===== config.mk =====
export PLATFORM = sky130hd
export DESIGN_NAME = pixel_fetcher
export DESIGN_NICKNAME = d
export VERILOG_FILES = /design/src/rtl/pixel_fetcher.sv
export SDC_FILE = /design/constraint.sdc
export NUM_CORES = 1
export LEC_CHECK = 0
export ABC_CLOCK_PERIOD_IN_PS = 19000
export CAP_MARGIN = 10
export CORE_UTILIZATION = 60
export CTS_BUF_LIST = sky130_fd_sc_hd__clkbuf_16
export CTS_CLUSTER_DIAMETER = 80
export CTS_CLUSTER_SIZE = 28
export DETAILED_ROUTE_END_ITERATION = 7
export GPL_TIMING_DRIVEN = 1
export MAX_ROUTING_LAYER = met4
export PLACE_DENSITY = 0.83
export SETUP_SLACK_MARGIN = 0.1
export SLEW_MARGIN = 5
export SYNTH_ARGS = -nofsm -noshare
export SYNTH_HDL_FRONTEND = slang
export SYNTH_SLANG_ARGS = --single-unit

===== constraint.sdc =====
create_clock -name clk -period 19 [get_ports clk]
set_input_delay 5.7 -clock clk [delete_from_list [all_inputs] [get_ports clk]]
set_output_delay 5.7 -clock clk [all_outputs]
set_load 0.05 [all_outputs]

===== src/rtl/pixel_fetcher.sv =====
// Read-side DMA stage: decodes a fetch command, issues single-word strided reads,
// and streams the returned words out through a first-word-fall-through buffer.
module pixel_fetcher #(
   parameter int ADDRESS_SIZE = 36,
   parameter int DATA_WIDTH   = 128,
   parameter int FIFO_DEPTH   = 8,
   parameter int FIFO_AW      = 3
) (
   input  logic                    clk,
   input  logic                    rst,
   input  logic [DATA_WIDTH-1:0]   fetcher_command,
   input  logic                    fetcher_command_valid,
   output logic                    fetcher_command_complete,
   output logic [ADDRESS_SIZE-1:0] master_address,
   output logic                    master_rdreq,
   input  logic                    master_rdack,
   input  logic [DATA_WIDTH-1:0]   master_datain,
   output logic [DATA_WIDTH-1:0]   fetch_data,
   output logic                    fetch_valid,
   input  logic                    fetch_ready,
   output logic                    fetch_busy,
   output logic                    cmd_overrun
);

   localparam int CNT_W = 36;
   localparam logic [FIFO_AW:0] DEPTH_C = (FIFO_AW+1)'(FIFO_DEPTH);

   typedef enum logic [1:0] {IDLE, REQ, DRAIN, DONE} state_t;

   state_t                  state_q, state_d;
   logic [ADDRESS_SIZE-1:0] addr_q, addr_d;
   logic [CNT_W-1:0]        remain_q, remain_d;
   logic [15:0]             stride_q, stride_d;
   logic                    rdreq_q, rdreq_d;
   logic                    overrun_q, overrun_d;

   logic [DATA_WIDTH-1:0]   mem_q [FIFO_DEPTH];
   logic [FIFO_AW-1:0]      wr_ptr_q, rd_ptr_q;
   logic [FIFO_AW:0]        cnt_q, cnt_d;
   logic                    push, pop, full;

   logic [3:0]              cmd_op;
   logic [15:0]             cmd_stride;
   logic [CNT_W-1:0]        cmd_count;
   logic [ADDRESS_SIZE-1:0] cmd_addr;

   assign cmd_op     = fetcher_command[3:0];
   assign cmd_stride = fetcher_command[19:4];
   assign cmd_count  = fetcher_command[55:20];
   assign cmd_addr   = fetcher_command[56 +: ADDRESS_SIZE];

   assign full = (cnt_q == DEPTH_C);
   assign pop  = (cnt_q != '0) && fetch_ready;

   always_comb begin
      state_d   = state_q;
      addr_d    = addr_q;
      remain_d  = remain_q;
      stride_d  = stride_q;
      rdreq_d   = rdreq_q;
      overrun_d = overrun_q;
      push      = 1'b0;
      case (state_q)
         IDLE, DONE: begin
            if (fetcher_command_valid && cmd_op == 4'b0111) begin
               addr_d   = cmd_addr;
               remain_d = cmd_count;
               stride_d = (cmd_stride == '0) ? 16'd1 : cmd_stride;
               state_d  = (cmd_count == '0) ? DONE : REQ;
            end
         end
         REQ: begin
            if (fetcher_command_valid) overrun_d = 1'b1;
            if (rdreq_q) begin
               if (master_rdack) begin
                  push     = 1'b1;
                  rdreq_d  = 1'b0;
                  addr_d   = addr_q + ADDRESS_SIZE'({stride_q, 4'b0000});
                  remain_d = remain_q - 1'b1;
                  if (remain_q == CNT_W'(1)) state_d = DRAIN;
               end
            end else if (remain_q != '0 && !full) begin
               // Space is reserved at raise time, so the eventual ack always fits.
               rdreq_d = 1'b1;
            end
         end
         DRAIN: begin
            if (fetcher_command_valid) overrun_d = 1'b1;
            if (cnt_q == '0) state_d = DONE;
         end
         default: state_d = IDLE;
      endcase
   end

   always_comb begin
      cnt_d = cnt_q;
      case ({push, pop})
         2'b10:   cnt_d = cnt_q + 1'b1;
         2'b01:   cnt_d = cnt_q - 1'b1;
         default: cnt_d = cnt_q;
      endcase
   end

   always_ff @(posedge clk or negedge rst) begin
      if (!rst) begin
         state_q   <= IDLE;
         addr_q    <= '0;
         remain_q  <= '0;
         stride_q  <= '0;
         rdreq_q   <= 1'b0;
         overrun_q <= 1'b0;
         wr_ptr_q  <= '0;
         rd_ptr_q  <= '0;
         cnt_q     <= '0;
      end else begin
         state_q   <= state_d;
         addr_q    <= addr_d;
         remain_q  <= remain_d;
         stride_q  <= stride_d;
         rdreq_q   <= rdreq_d;
         overrun_q <= overrun_d;
         cnt_q     <= cnt_d;
         if (push) wr_ptr_q <= wr_ptr_q + 1'b1;
         if (pop)  rd_ptr_q <= rd_ptr_q + 1'b1;
      end
   end

   always_ff @(posedge clk) begin
      if (push) mem_q[wr_ptr_q] <= master_datain;
   end

   // Storage is not reset, so the head is masked while the buffer is empty.
   assign fetch_data               = (cnt_q != '0) ? mem_q[rd_ptr_q] : '0;
   assign fetch_valid              = (cnt_q != '0);
   assign master_rdreq             = rdreq_q;
   assign master_address           = addr_q;
   assign fetcher_command_complete = (state_q == DONE);
   assign fetch_busy               = (state_q == REQ) || (state_q == DRAIN);
   assign cmd_overrun              = overrun_q;

endmodule

==> results_dict.tcl <==
set metrics [dict create \
    synth_fa_ha_area_share_pct 0.870 \
    post-route-drc-count 0 \
    ir_worst_vdd_mv 0.163 \
    async_reset_ff_share_pct 9.06 \
    outcome "complete, no violations" \
    p_sw_mw 3.25 \
    p_int_mw 4.87 \
    clock-root-buffer "clkbuf_16" \
    r2r_end "mem_q[4][42]" \
    pin_count 430 \
    yosysWarnings 0 \
    synth_xor_area_share_pct 0.332 \
    die_x_um 275 \
    power_density_nw_per_um2 158 \
    post-place-ws_ns 8.53 \
    hold_path.startpoint "cmd_overrun" \
    rr_startpoint "state_q[1]" \
    drtIter0Drc 2282 \
    power_mw 8.12 \
    grt.overflow.total 0 \
    ctsResizeCount 0 \
    final_net_count 2958 \
    slew-limit-headroom_pct 20.2 \
    cts_hold_buffers 0 \
    reg2reg_depth 7 \
    htreeDepth 2 \
    numClockSinks 1126 \
    endpoint_kind "output port" \
    synthMuxAreaShare_pct 16.7 \
    hp-class "reg2reg" \
    hold_viol_final 0 \
    place_congestion 0.911 \
    pwr-share-clk_pct 15.5 \
    post-cts-setup-buffer-count 0 \
    dp_hpwl_um 57200 \
    drive_gt1_share_pct 14.6 \
    ys_seq_area_share_pct 74.2 \
    min_to "cmd_overrun" \
    synth_area_um2 44900 \
    coreArea_um2 73500 \
    num_vias 23421 \
    die_h_um 275 \
    cp_data_required_time_ns 13.30 \
    worst_setup_path_start_kind "register" \
    ff2ff_setup_slack_ns 14.72 \
    synth.avg_cell_area_um2 19.4 \
    hold_depth 1 \
    maxClockFrequency_ghz 0.0913 \
    ant_nets 0 \
    initial_utilization_pct 61.1 \
    grt_pass1_vias 24218 \
    die_area_um2 75900 \
    viasPerCell 6.38 \
    p_seq_share_pct 38.8 \
    wl_per_cell_um 27.2 \
    synth_ff_type "edfxtp_1" \
    drt_wl_total_um 99700 \
    leakage_nw 16.9 \
    max_cap_violations 0 \
    drt-pass1-iter-count 6 \
    tightest_slew_ns 1.19 \
    numCtsBuffers 49 \
    io_buffers 393 \
    synth_compound_area_share_pct 3.01 \
    grt_antenna_before_repair 17 \
    min_period_ns 10.95 \
    worst_clock_skew_ns 0.0219 \
    worstPathArrival_ns 5.25 \
    dp_cells 3575 \
    setup_ws_ns 8.05 \
    postSynthCellCount 2315 \
    synth-edff-count 1024 \
    period_share_pct 57.6 \
    cts_tree "yes" \
    grt_usage_pct 27.1 \
    critical_path.max_fanout 118 \
    grt_max_degree 134 \
    clkTransAtPathRegs_ns 0.11 \
    areaGrowthSynthToFinish_pct 14.6 \
    switching_share_pct 40.0 \
    final_cells 3670 \
    worstSetupPathType "reg2out" \
    fp-row-count 99 \
    syn-num-nets 2606 \
    grt_first_pass_wirelength_um 147000 \
    clock_latency_ns 0.64 \
    combPwrFrac_pct 45.7 \
    finalSetupViolations 0 \
    ys_seq_elements 1126 \
    drv_slew 0 \
    fin_setup_tns_ns 0 \
    synth-simple-area-share_pct 3.72 \
    cts_buffer_depth 3 \
    yosysUniqueCellTypes 59 \
    rsz0062_at_grt "false" \
    synth_top_family_by_area "multiplexers" \
]
[state kept, by name, indices dropped and copies added (netlist names)]
name and cells:
stride_q 16, mem_q 1024, remain_q 36, cnt_q 4, state_q 2, rd_ptr_q 3
wr_ptr_q 3, cmd_overrun 1, master_rdreq 1, master_address 36
[critical path, cell delays in order (launching register included)]
cell and delay [ns]:
dfrtp_4 1.07, buf_12 0.71, buf_4 0.88, mux4_2 0.60, mux2i_1 0.15, nor2_1 0.06, clkdlybuf4s50_1 0.88
[placed cells by master (no fill, tap or decap), types with 49 or more instances in the layout]
cell,count
o21ai_0,49
clkbuf_16,51
mux2i_1,152
nand2_1,74
dfrtp_1,99
nor2_1,160
a21oi_1,59
mux4_2,256
edfxtp_1,1024
clkdlybuf4s50_1,392
[cell usage after synthesis, drive strengths merged, types with 19 or more instances]
cell type  number  area (um^2)
mux2           19          214
edfxtp       1024        30700
ha             28          350
dfrtp         102         2550
o21ai          50          250
mux2i         152         1520
nand2          74          278
nand3          33          165
nor2          165          619
nor3           22          110
buf            46          194
a21oi          59          295
o22ai          33          206
clkbuf         75          282
nor4           23          159
mux4          256         5770
[how the worst max path moves through the flow]
stage,from,endpoint,slack [ns]
2_1_floorplan,master_rdack,mem_q[2][0],2.70
3_3_place_gp,rd_ptr_q[0],fetch_data[38],8.58
3_5_place_dp,rd_ptr_q[0],fetch_data[38],8.53
4_1_cts,rd_ptr_q[0],fetch_data[38],7.82
5_1_grt,rd_ptr_q[0],fetch_data[38],7.56
6_report,rd_ptr_q[0],fetch_data[38],8.05
[metal layers]
| layer | global-route usage, % | up-vias | part of all wire (%) |
|---|---|---|---|
| met2 | 44.6 | 975 | 51 |
| met5 | - | - | 0 |
| met4 | 7.75 | 0 | 2.3 |
| met3 | 5.36 | 130 | 7.9 |
| li1 | - | 10106 | - |
| met1 | 34.6 | 12210 | 38 |
[logic make-up (layout without fill, tap and decap cells)]
group	count (synthesis)	in the layout
xor+xnor	17	17
buf+inv	132	507
mux	427	427
flops	1126	1126
simple gates	368	368
fa+ha+maj	30	30
other cells	0	21
compound gates	215	215
[per-stage QoR]
stage	util [%]	hold slack [ns]	cell area, um^2
floorplan	-	0.464	44900
global placement	67.9	0.452	49900
detailed placement	67.9	0.451	49900
CTS	70.0	0.474	51400
global route	70.0	0.494	51400
finish	70.0	0.474	51500
[layout make-up]
cell class	instances	area (um^2)
Fill cell	4437	22000
Antenna cell	21	52.6
Sequential cell	1126	33300
Timing Repair Buffer	422	4210
Tap cell	959	1200
Inverter	11	41.3
Clock inverter	23	221
Clock buffer	51	1280
Multi-Input combinational cell	1057	11100
[power by group through the flow]
stage	sequential, mW	combinational (mW)	clock (mW)
after floorplan	3.23	2.54	0
after global placement	3.19	3.66	0
after detailed placement	3.21	3.72	0
after CTS	3.15	3.74	1.27
after global routing	3.18	3.91	1.34
final	3.15	3.71	1.26
No activity file was read; power rests on OpenSTA's default activity.
